`config.mk`:
```
export PLATFORM = sky130hd
export DESIGN_NAME = move_segmenter_flat
export DESIGN_NICKNAME = d
export VERILOG_FILES = /design/src/rtl/motion_pkg.sv /design/src/rtl/move_segmenter_if.sv /design/src/rtl/move_segmenter_fsm.sv /design/src/rtl/move_segmenter.sv /design/src/flat_wrapper.sv
export SDC_FILE = /design/constraint.sdc
export NUM_CORES = 1
export LEC_CHECK = 0
export CAP_MARGIN = 0
export CORE_MARGIN = 5
export CORE_UTILIZATION = 62
export CTS_BUF_LIST = sky130_fd_sc_hd__clkbuf_16
export CTS_CLUSTER_DIAMETER = 100
export CTS_CLUSTER_SIZE = 20
export DETAILED_ROUTE_END_ITERATION = 8
export PLACE_DENSITY_LB_ADDON = 0.3
export SLEW_MARGIN = 25
export SYNTH_ARGS = -nofsm -noshare
export SYNTH_HDL_FRONTEND = slang
export SYNTH_SLANG_ARGS = --single-unit
```
`constraint.sdc`:
```
create_clock -name clk -period 10.3 [get_ports clk]
set_input_delay 1.545 -clock clk [delete_from_list [all_inputs] [get_ports clk]]
set_output_delay 1.545 -clock clk [all_outputs]
set_load 0.01 [all_outputs]
```
`src/rtl/motion_pkg.sv`:
```
// Shared motion definitions: segmenter state encoding, step-range helper and
// signed-to-magnitude conversion used by the move segmenter.
package motion_pkg;

  localparam int BYTE_BITS = 8;

  typedef enum logic [1:0] {
    IDLE  = 2'd0,
    CALC  = 2'd1,
    ISSUE = 2'd2,
    WAIT  = 2'd3
  } seg_state_t;

  // Largest magnitude a signed count of count_bits can carry.
  function automatic int max_step(input int count_bits);
    return (1 << (count_bits - 1)) - 1;
  endfunction

  // Callers sign-extend into 64 bits and truncate the result to their width.
  function automatic logic [63:0] mag_of(input logic signed [63:0] v);
    return v[63] ? $unsigned(-v) : $unsigned(v);
  endfunction

endpackage

```
`src/rtl/move_segmenter_if.sv`:
```
// Command and axis-controller signals of the move segmenter, grouped so the
// motion stage and its environment share one bundle.
interface move_segmenter_if #(
  parameter int COUNT_BITS = motion_pkg::BYTE_BITS,
  parameter int DELTA_BITS = 16
);
  // Handshake: a command transfers in the cycle where cmd_valid & cmd_ready;
  // cmd_ready is high only while idle, and nothing is buffered while busy.
  logic                          clk_en;
  logic                          cmd_valid;
  logic signed [DELTA_BITS-1:0]  cmd_dx;
  logic signed [DELTA_BITS-1:0]  cmd_dy;
  logic                          cmd_ready;
  logic                          trigger;
  logic signed [COUNT_BITS-1:0]  num_steps_x;
  logic signed [COUNT_BITS-1:0]  num_steps_y;
  logic                          done_x;
  logic                          done_y;
  logic                          busy;

  modport master (
    output clk_en, cmd_valid, cmd_dx, cmd_dy, done_x, done_y,
    input  cmd_ready, trigger, num_steps_x, num_steps_y, busy
  );

  modport slave (
    input  clk_en, cmd_valid, cmd_dx, cmd_dy, done_x, done_y,
    output cmd_ready, trigger, num_steps_x, num_steps_y, busy
  );
endinterface

```
`src/rtl/move_segmenter_fsm.sv`:
```
// Sequencing for the move segmenter: state register plus registered
// cmd_ready / busy / trigger derived from the next state.
module move_segmenter_fsm
  import motion_pkg::*;
(
  input  logic       clk,
  input  logic       reset,
  input  logic       clk_en,
  input  logic       cmd_valid,
  input  logic       cmd_zero,
  input  logic       calc_fit,
  input  logic       last_seg,
  input  logic       done_x,
  input  logic       done_y,
  output seg_state_t state_o,
  output logic       cmd_ready_o,
  output logic       busy_o,
  output logic       trigger_o
);

  seg_state_t state_q, state_d;
  logic       cmd_ready_q;
  logic       busy_q;
  logic       trigger_q;

  always_comb begin
    state_d = state_q;
    case (state_q)
      IDLE:    if (cmd_valid && !cmd_zero) state_d = CALC;
      CALC:    if (calc_fit) state_d = ISSUE;
      ISSUE:   if (clk_en) state_d = WAIT;
      WAIT:    if (done_x && done_y) state_d = last_seg ? IDLE : ISSUE;
      default: state_d = IDLE;
    endcase
  end

  // Outputs are registered from state_d so they line up with the state they describe.
  always_ff @(posedge clk or negedge reset) begin
    if (!reset) begin
      state_q     <= IDLE;
      cmd_ready_q <= 1'b1;
      busy_q      <= 1'b0;
      trigger_q   <= 1'b0;
    end else begin
      state_q     <= state_d;
      cmd_ready_q <= (state_d == IDLE);
      busy_q      <= (state_d != IDLE);
      trigger_q   <= (state_d == ISSUE);
    end
  end

  assign state_o     = state_q;
  assign cmd_ready_o = cmd_ready_q;
  assign busy_o      = busy_q;
  assign trigger_o   = trigger_q;

endmodule

```
`src/rtl/move_segmenter.sv`:
```
// Splits a relative (dx, dy) move into 2^k equal-proportion segments whose
// per-axis step counts fit the stepper controllers' signed count width.
module move_segmenter
  import motion_pkg::*;
#(
  parameter int COUNT_BITS = BYTE_BITS,
  parameter int DELTA_BITS = 16,
  parameter int K_BITS     = $clog2(DELTA_BITS) + 1
) (
  input  logic                  clk,
  input  logic                  reset,
  move_segmenter_if.slave       bus,
  output seg_state_t            state_o,
  output logic [K_BITS-1:0]     k_o,
  output logic [DELTA_BITS:0]   seg_o
);

  localparam int SEG_BITS = DELTA_BITS + 1;
  localparam logic [DELTA_BITS-1:0] FIT_LIMIT = DELTA_BITS'(max_step(COUNT_BITS) - 1);

  seg_state_t                   state;
  logic [DELTA_BITS-1:0]        mag_x_q, mag_y_q;
  logic                         neg_x_q, neg_y_q;
  logic [DELTA_BITS-1:0]        q_x_q, q_y_q, r_x_q, r_y_q;
  logic [K_BITS-1:0]            k_q;
  logic [SEG_BITS-1:0]          seg_q;
  logic signed [COUNT_BITS-1:0] steps_x_q, steps_y_q;

  logic [DELTA_BITS-1:0]        in_mag_x, in_mag_y, mag_max;
  logic [DELTA_BITS-1:0]        q_x, q_y, r_x, r_y;
  logic [SEG_BITS-1:0]          seg_last;
  logic                         cmd_zero, calc_fit, last_seg;
  logic                         accept, advance;

  // The first r segments carry one extra step so the segments sum to the delta.
  function automatic logic signed [COUNT_BITS-1:0] seg_steps(
    input logic [DELTA_BITS-1:0] q,
    input logic [DELTA_BITS-1:0] r,
    input logic                  neg,
    input logic [SEG_BITS-1:0]   seg
  );
    logic [COUNT_BITS-1:0] m;
    m = COUNT_BITS'(q) + ((seg < SEG_BITS'(r)) ? COUNT_BITS'(1) : COUNT_BITS'(0));
    return neg ? -m : m;
  endfunction

  assign in_mag_x = DELTA_BITS'(mag_of(64'(bus.cmd_dx)));
  assign in_mag_y = DELTA_BITS'(mag_of(64'(bus.cmd_dy)));
  assign cmd_zero = (in_mag_x == '0) && (in_mag_y == '0);

  assign mag_max  = (mag_x_q > mag_y_q) ? mag_x_q : mag_y_q;
  assign calc_fit = (mag_max >> k_q) <= FIT_LIMIT;
  assign q_x      = mag_x_q >> k_q;
  assign q_y      = mag_y_q >> k_q;
  assign r_x      = mag_x_q - (q_x << k_q);
  assign r_y      = mag_y_q - (q_y << k_q);

  assign seg_last = (SEG_BITS'(1) << k_q) - SEG_BITS'(1);
  assign last_seg = (seg_q == seg_last);
  assign accept   = (state == IDLE) && bus.cmd_valid;
  assign advance  = (state == WAIT) && bus.done_x && bus.done_y && !last_seg;

  move_segmenter_fsm u_fsm (
    .clk        (clk),
    .reset      (reset),
    .clk_en     (bus.clk_en),
    .cmd_valid  (bus.cmd_valid),
    .cmd_zero   (cmd_zero),
    .calc_fit   (calc_fit),
    .last_seg   (last_seg),
    .done_x     (bus.done_x),
    .done_y     (bus.done_y),
    .state_o    (state),
    .cmd_ready_o(bus.cmd_ready),
    .busy_o     (bus.busy),
    .trigger_o  (bus.trigger)
  );

  always_ff @(posedge clk or negedge reset) begin
    if (!reset) begin
      mag_x_q   <= '0;
      mag_y_q   <= '0;
      neg_x_q   <= 1'b0;
      neg_y_q   <= 1'b0;
      q_x_q     <= '0;
      q_y_q     <= '0;
      r_x_q     <= '0;
      r_y_q     <= '0;
      k_q       <= '0;
      seg_q     <= '0;
      steps_x_q <= '0;
      steps_y_q <= '0;
    end else begin
      if (accept) begin
        mag_x_q <= in_mag_x;
        mag_y_q <= in_mag_y;
        neg_x_q <= bus.cmd_dx[DELTA_BITS-1];
        neg_y_q <= bus.cmd_dy[DELTA_BITS-1];
        k_q     <= '0;
        seg_q   <= '0;
      end
      if (state == CALC) begin
        if (calc_fit) begin
          q_x_q     <= q_x;
          q_y_q     <= q_y;
          r_x_q     <= r_x;
          r_y_q     <= r_y;
          steps_x_q <= seg_steps(q_x, r_x, neg_x_q, '0);
          steps_y_q <= seg_steps(q_y, r_y, neg_y_q, '0);
        end else if (k_q != '1) begin
          k_q <= k_q + K_BITS'(1);
        end
      end
      // Step counts change only between segments, never while a controller may sample them.
      if (advance) begin
        seg_q     <= seg_q + SEG_BITS'(1);
        steps_x_q <= seg_steps(q_x_q, r_x_q, neg_x_q, seg_q + SEG_BITS'(1));
        steps_y_q <= seg_steps(q_y_q, r_y_q, neg_y_q, seg_q + SEG_BITS'(1));
      end
    end
  end

  assign bus.num_steps_x = steps_x_q;
  assign bus.num_steps_y = steps_y_q;
  assign state_o         = state;
  assign k_o             = k_q;
  assign seg_o           = seg_q;

endmodule

```
`src/flat_wrapper.sv`:
```
// flat-port wrapper written by rule: the top's interface ports become plain ports
module move_segmenter_flat import motion_pkg::*;
#(
  parameter int COUNT_BITS = BYTE_BITS,
  parameter int DELTA_BITS = 16,
  parameter int K_BITS     = $clog2(DELTA_BITS) + 1
)
  (clk, reset, state_o, k_o, seg_o, bus_clk_en, bus_cmd_valid, bus_cmd_dx, bus_cmd_dy, bus_done_x, bus_done_y, bus_cmd_ready, bus_trigger, bus_num_steps_x, bus_num_steps_y, bus_busy);
  move_segmenter_if #(.COUNT_BITS(COUNT_BITS), .DELTA_BITS(DELTA_BITS)) bus_i ();
  input  logic clk;
  input  logic reset;
  output seg_state_t state_o;
  output logic [K_BITS-1:0] k_o;
  output logic [DELTA_BITS:0] seg_o;
  input wire logic [$bits(bus_i.clk_en)-1:0] bus_clk_en;
  input wire logic [$bits(bus_i.cmd_valid)-1:0] bus_cmd_valid;
  input wire logic [$bits(bus_i.cmd_dx)-1:0] bus_cmd_dx;
  input wire logic [$bits(bus_i.cmd_dy)-1:0] bus_cmd_dy;
  input wire logic [$bits(bus_i.done_x)-1:0] bus_done_x;
  input wire logic [$bits(bus_i.done_y)-1:0] bus_done_y;
  output wire logic [$bits(bus_i.cmd_ready)-1:0] bus_cmd_ready;
  output wire logic [$bits(bus_i.trigger)-1:0] bus_trigger;
  output wire logic [$bits(bus_i.num_steps_x)-1:0] bus_num_steps_x;
  output wire logic [$bits(bus_i.num_steps_y)-1:0] bus_num_steps_y;
  output wire logic [$bits(bus_i.busy)-1:0] bus_busy;
  assign bus_i.clk_en = bus_clk_en;
  assign bus_i.cmd_valid = bus_cmd_valid;
  assign bus_i.cmd_dx = bus_cmd_dx;
  assign bus_i.cmd_dy = bus_cmd_dy;
  assign bus_i.done_x = bus_done_x;
  assign bus_i.done_y = bus_done_y;
  assign bus_cmd_ready = bus_i.cmd_ready;
  assign bus_trigger = bus_i.trigger;
  assign bus_num_steps_x = bus_i.num_steps_x;
  assign bus_num_steps_y = bus_i.num_steps_y;
  assign bus_busy = bus_i.busy;
  move_segmenter #(.COUNT_BITS(COUNT_BITS), .DELTA_BITS(DELTA_BITS), .K_BITS(K_BITS)) u_core (.clk(clk), .reset(reset), .bus(bus_i), .state_o(state_o), .k_o(k_o), .seg_o(seg_o));
endmodule
```
==> results_dict.tcl <==
set metrics [dict create \
    worstPathRequired_ns 10.62 \
    avgRoutedWirePerCell_um 21.6 \
    ant_nets 0 \
    finalClockSkew_ns 0.00840 \
    yosysUniqueCellTypes 89 \
    antenna_found_initial 0 \
    num_antenna_cells 0 \
    portBuffers 80 \
    num_vias 12500 \
    ys_top_cells_by_area "dfrtp_1 24%, ha_1 9.6%, mux2_2 5.0%" \
    ys_ff_latch 125 \
    synth.most_common_cell "nand2_1" \
    hpwl_mm 30.0 \
    fp.dieH_um 155 \
    clockBufferDepth 2 \
    n_fill_cell 1760 \
    avgViaCountPerCell 6.61 \
    seqCellArea_um2 3140 \
    cts-root-buf "clkbuf_16" \
    place_congestion 1.00 \
    grtUsageTotal_pct 33.8 \
    synth_common_cells "172 x nand2_1, 126 x o21ai_0, 124 x dfrtp_1" \
    slew_violations 0 \
    drive_gt1_share_pct 9.50 \
    drt-total-wl_mm 41.0 \
    relSlewSlack_pct 31.2 \
    synth-edff-count 0 \
    path_class "reg -> reg" \
    end_kind "register" \
    finalCritPeriodShare_pct 82.0 \
    io_pins 81 \
    grt_max_degree 88 \
    cp_slowest_stage_delay_ns 0.90 \
    rsz0062_at_grt "no" \
    avgSynthCellArea_um2 8.20 \
    syn_to_final_growth_pct 10.4 \
    holdBufCountCts 0 \
    first_iter_violations 1496 \
    postSynthNetCount 1741 \
    fin_tns_setup_ns 0 \
    peakVddDrop_mv 0.176 \
    finalCriticalPeriod_ns 8.44 \
    multiInputGateArea_um2 9200 \
    cts_sinks 125 \
    fmax_mhz 118 \
    worstSkewPairLatency_ns 0.43 \
    syn_area_um2 13100 \
    htreeDepth 4 \
    worst-path-max-fanout 57 \
    initial_core_util_pct 62.6 \
    setup_violations 0 \
    start_kind "register" \
    final_net_count 1749 \
    power_density_nw_per_um2 393 \
    power.static_leakage_nw 6.25 \
    max-cap-violations 0 \
    crit_arrival_ns 8.76 \
    numCtsBuffers 17 \
    synth_top_area_share_pct 23.6 \
    grt_overflow_total 0 \
    drc 0 \
    grt_pass1_vias 12300 \
    rows 53 \
    fp.coreArea_um2 21000 \
    async_flop_share_pct 100 \
    seq_area_frac_synth_pct 23.8 \
    syn_inst 1600 \
    cts_resized 0 \
    tightest_slew_ns 1.03 \
    clk_pin_slew_ns 0.07 \
    synth_largest_area_cell "dfrtp_1" \
    crit_slowest_cell "dfrtp_4" \
    placed_cell_area_um2 13900 \
    post_cts_buffers 0 \
    hold_viol 0 \
    hp-class "reg -> reg" \
    die-area_um2 24200 \
    synthFlopType "dfrtp_1" \
    ys_warn_count 0 \
    die_x_um 155 \
    first_pass_iters 8 \
    status "finished, final reports clean" \
    cts_tree "done" \
    grt_pass1_wl_mm 65.1 \
    design_area_um2 14500 \
]
-- path summary, 6_finish.rpt --
kind | start | endpoint | slack [ns] | cells past startpoint
max in group asynchronous | reset | u_core.k_o[0] | 7.94 | 2
worst min-delay path | u_core.r_y_q[14] | u_core.r_y_q[14] | 0.48 | 2
min in group asynchronous | reset | u_core.seg_o[0] | 1.15 | 1
worst min register to register | u_core.r_y_q[14] | u_core.r_y_q[14] | 0.48 | 2
worst max-delay path | u_core.k_o[0] | u_core.bus.num_steps_x[5] | 1.86 | 28
worst max register to register | u_core.k_o[0] | u_core.bus.num_steps_x[5] | 1.86 | 28
-- final cells by class --
| type | count | share of cell area, % |
|---|---|---|
| clock buffers | 17 | 2.94 |
| flip-flops and latches | 125 | 21.6 |
| repair buffers | 94 | 6.26 |
| well taps | 275 | 2.37 |
| multi-input cells | 1289 | 63.5 |
| clock inverters | 15 | 1.22 |
| inverters | 81 | 2.10 |
-- kinds of logic (layout without fill, tap and decap cells) --
| kind of cell | after synthesis | count (layout) | synth area share, % |
|---|---|---|---|
| buffers and inverters | 186 | 207 | 6.12 |
| AO/OA/AOI/OAI | 390 | 390 | 19.1 |
| multiplexers | 139 | 139 | 12.9 |
| XOR/XNOR | 116 | 116 | 7.74 |
| AND/OR/NAND/NOR | 541 | 541 | 20.3 |
| flip-flops | 125 | 125 | 23.8 |
| adder cells (fa/ha/maj) | 103 | 103 | 9.94 |
-- critical path, delay by kind of cell (launching register included) --
kind                       cells  cell delay [ns]
adders and majority gates      3             0.89
AOI/OAI and AO/OA              6             1.41
DFF                            1             0.90
xor gates and xnor gates       3             0.53
and+or+nand+nor               10             2.60
buffers and inverters          1             0.46
muxes                          5             1.51
-- placed cells by master, fill, tap and decap left out, drive strengths merged, types with 13 or more instances in the layout --
| master | count |
|---|---|
| inv | 90 |
| nand3 | 94 |
| nand2 | 174 |
| nand4 | 17 |
| buf | 15 |
| clkdlybuf4s50 | 79 |
| mux2 | 58 |
| nor2b | 21 |
| nand2b | 19 |
| or3 | 17 |
| clkbuf | 17 |
| a21oi | 73 |
| mux4 | 18 |
| dfrtp | 124 |
| a31oi | 20 |
| a22oi | 14 |
| a21o | 18 |
| xnor2 | 58 |
| ha | 101 |
| and3 | 13 |
| o21ai | 133 |
| nor3 | 26 |
| xor2 | 58 |
| nor2 | 103 |
| o31ai | 16 |
| mux2i | 63 |
-- registers in the layout (all words and copies together), names as in the netlist, 2 cells and up --
| register | count |
|---|---|
| u_core.bus.num_steps_y | 8 |
| u_core.bus.num_steps_x | 8 |
| u_core.mag_y_q | 16 |
| u_core.q_x_q | 8 |
| u_core.mag_x_q | 16 |
| u_core.k_o | 5 |
| u_core.r_y_q | 16 |
| u_core.q_y_q | 8 |
| u_core.u_fsm.state_o | 2 |
| u_core.seg_o | 17 |
| u_core.r_x_q | 16 |
-- stage by stage --
stage | instances | worst slack [ns] | hold WS [ns] | power (W) | utilization, %
after floorplan | 1600 | 3.04 | 0.444 | 0.00390 | -
after global placement | 1864 | 2.27 | 0.458 | 0.00487 | 66.3
after detailed placement | 1864 | 2.04 | 0.467 | 0.00494 | 66.3
after CTS | 1896 | 1.96 | 0.481 | 0.00562 | 69.1
after global routing | 1896 | 1.43 | 0.512 | 0.00612 | 69.2
final | 1896 | 1.86 | 0.478 | 0.00570 | 69.2
-- report_power, final --
group | switching, W | leakage (nW) | internal [W]
Clock | 0.000269 | 0.290 | 0.000366
Combinational | 0.00238 | 4.30 | 0.00171
Sequential | 0.000326 | 1.66 | 0.000643
Total | 0.00298 | 6.25 | 0.00272
-- metal layers --
layer	track usage, %	vias to the layer above	part of all wire (%)
li1	-	5816	-
met4	16.5	0	5.2
met1	43.2	5923	40
met5	0	-	0
met3	6.56	148	8.5
met2	55.1	651	47
(Power assumes the default switching activity.)
==> RTL edit, RTL diff (config.mk and constraints unchanged) <==
Register the output `seg_o` once more, with the module's reset; this adds one clock of latency there. The other outputs are not delayed to match.
--- a/src/rtl/move_segmenter.sv
+++ b/src/rtl/move_segmenter.sv
@@ -125,5 +125,11 @@
   assign state_o         = state;
   assign k_o             = k_q;
-  assign seg_o           = seg_q;
+  always_ff @(posedge clk or negedge reset) begin
+    if (!reset) begin
+      seg_o <= '0;
+    end else begin
+      seg_o <= seg_q;
+    end
+  end
 
 endmodule
Function: changed (a bounded check fails within 10 cycles, from zero or initial values and one cycle with reset low).
==> RTL edit against the unedited design <==
- maximum frequency is 5.6% higher
- final area is 5.1% higher
- count of clock-buffer cells in the layout stayed put
- routed wire length is 5.2% higher
- non-clock buffer count is 8 higher
- synthesized area is 5.2% higher
- sequential cell count is 17 higher
- sequential share of layout area is 1.7 points higher
- worst setup slack better by 0.45 ns
- synthesized cell count is 3.1% higher
- largest cell class unchanged
Power is left out: it rests on default switching activity, and per cell area and clock period it moved more than threefold.
==> RTL edit: results (changes against the unedited design) <==
Detailed routing
  – Drt pass-1 iters: 8 (unchanged)
  – Initial DRC Count: 1382 (-7.6%)
  – Vias per cell: 6.748 (+2.1%)
  – Final wirelength: 43130 um (+5.2%)

Placement
  – DP Worst Slack: 2.459 ns (+0.4176 ns)
  – Post-DP Area: 0.01465 mm^2 (+5.5%)
  – Post-DP HPWL: 31570 um (+5.1%)
  – Routability cong.: 1.050 (+5.1%)
  – Port-buffer cells: 80 (unchanged)

Logic synthesis
  – Top FF cell, synth: dfrtp_1
  – Synth top cells by count: nand2_1 (197), dfrtp_1 (141), o21ai_0 (115)
  – Warnings, synthesis: 0 (unchanged)
  – Asr flop ratio synth: 1.000 (unchanged)
  – Area contributors post-synth: dfrtp_1 (26%), ha_1 (9.2%), nand2_1 (5.4%)
  – Sequential area share after synthesis: 0.2574 (+0.01894)
  – Yosys cell types: 96 (+7.9%)
  – Syn_nets: 1790 (+2.8%)

Global route
  – GRT Total Usage: 0.3334 (-0.004892)
  – Global-route wire length before repair: 68980 um (+5.9%)
  – Initial antenna violation count: 1 (+1)
  – Pin count of the biggest net entering global routing: 97 (+10%)

Cells and area
  – Fillers: 1826 (+3.8%)
  – Largest regs: u_core.seg_o (17), u_core.seg_q (17)
  – Layout cells sized above 1: 0.09768 (+0.002674)

Timing
  – Final Skew: 0.01490 ns (+0.006494 ns)
  – Slew Limit Headroom: 0.2826 (-0.02985)
  – Fin crit share: 0.7763 (-0.04341)

Clocking
  – Max Root-Sink Buffers: 2 (unchanged)
  – Cts bufs inserted: 17 (unchanged)
  – CTS HTree Levels: 4 (unchanged)
  – Clock root cell: clkbuf_16
  – Post_cts resized: 0 (unchanged)
  – CTS clk-pin slew, worst paths: 0.07 ns (about the same)
  – Worst-skew pair later-pin latency: 0.45 ns (+0.02 ns)
  – Setup Buffers After CTS: 0 (unchanged)

Setup path
  – Max stage delay on crit path: 0.82 ns (-0.08 ns)
  – Crit Reg-Reg Startpoint: u_core.k_o[0]
  – R2r worst-path depth: 27 (-3.6%)
  – Crit path max-delay family: compound AO/OA/AOI/OAI gates
  – CP max FO: 52 (-8.8%)
  – CP max-delay cell: dfrtp_4
  – Reg-to-Reg End: u_core.bus.num_steps_y[2]
  – Flop-to-flop setup slack: 2.30 ns (+0.45 ns)
  – WP data arrival: 8.32 ns (-0.44 ns)

Worst hold path
  – Hold Crit Class: flop to flop
  – Hold path start: u_core.seg_q[16]
  – Hold depth: 0 (-2)
  – WHS Endpoint: u_core.seg_o[16]

Status
  – Outcome: complete, no violations
-- RTL edit: cell types whose count changed after synthesis, moves of 11 or more --
cell,change
a211oi_1,+11
dfrtp_1,+17
inv_1,+13
nand2_1,+25
nand3_1,-32
o211ai_1,+17
o21ai_0,-11
-- RTL edit: worst max-delay path by stage --
stage	to	startpoint	cells after the start
2_1_floorplan	u_core.bus.num_steps_x[7]	u_core.k_o[0]	29
3_3_place_gp	u_core.bus.num_steps_y[2]	u_core.k_o[0]	27
3_5_place_dp	u_core.bus.num_steps_y[2]	u_core.k_o[0]	27
4_1_cts	u_core.bus.num_steps_y[2]	u_core.k_o[0]	27
5_1_grt	u_core.bus.num_steps_y[2]	u_core.k_o[0]	27
6_report	u_core.bus.num_steps_y[2]	u_core.k_o[0]	27
-- RTL edit: logic make-up (layout without fill, tap and decap cells) --
| logic type | after synthesis | in the layout | share of synthesized area |
|---|---|---|---|
| adder cells (fa/ha/maj) | 103 | 103 | 0.09441 |
| XOR/XNOR | 121 | 121 | 0.07828 |
| buffers and inverters | 199 | 229 | 0.06188 |
| multiplexers | 129 | 129 | 0.1182 |
| other | 0 | 1 | 0 |
| AND/OR/NAND/NOR | 544 | 544 | 0.1911 |
| AO/OA/AOI/OAI | 411 | 411 | 0.1987 |
| flip-flops | 142 | 142 | 0.2574 |
-- RTL edit: metrics by stage --
stage | cells | hold WS, ns
after global routing | 1959 | 0.5016
after floorplan | 1649 | 0.3519
after global placement | 1927 | 0.4615
after detailed placement | 1927 | 0.4504
after CTS | 1959 | 0.4754
final | 1960 | 0.4830
-- RTL edit: final cells by class --
type,count,area [um^2],area share
clock buffer,17,425.4,0.02794
multi-input combinational,1308,9422,0.6187
antenna,1,2.502,0.0001643
inverter,95,356.6,0.02342
timing repair buffer,102,967.2,0.06351
tap,280,350.3,0.02301
clock inverter,15,143.9,0.009449
sequential,142,3561,0.2338
-- RTL edit: layer usage --
metal / routed length (um) / global-route usage
met1: 17280 / 0.4328
met2: 19270 / 0.5236
met3: 4150 / 0.06989
met4: 2426 / 0.1784
met5: 0 / 0
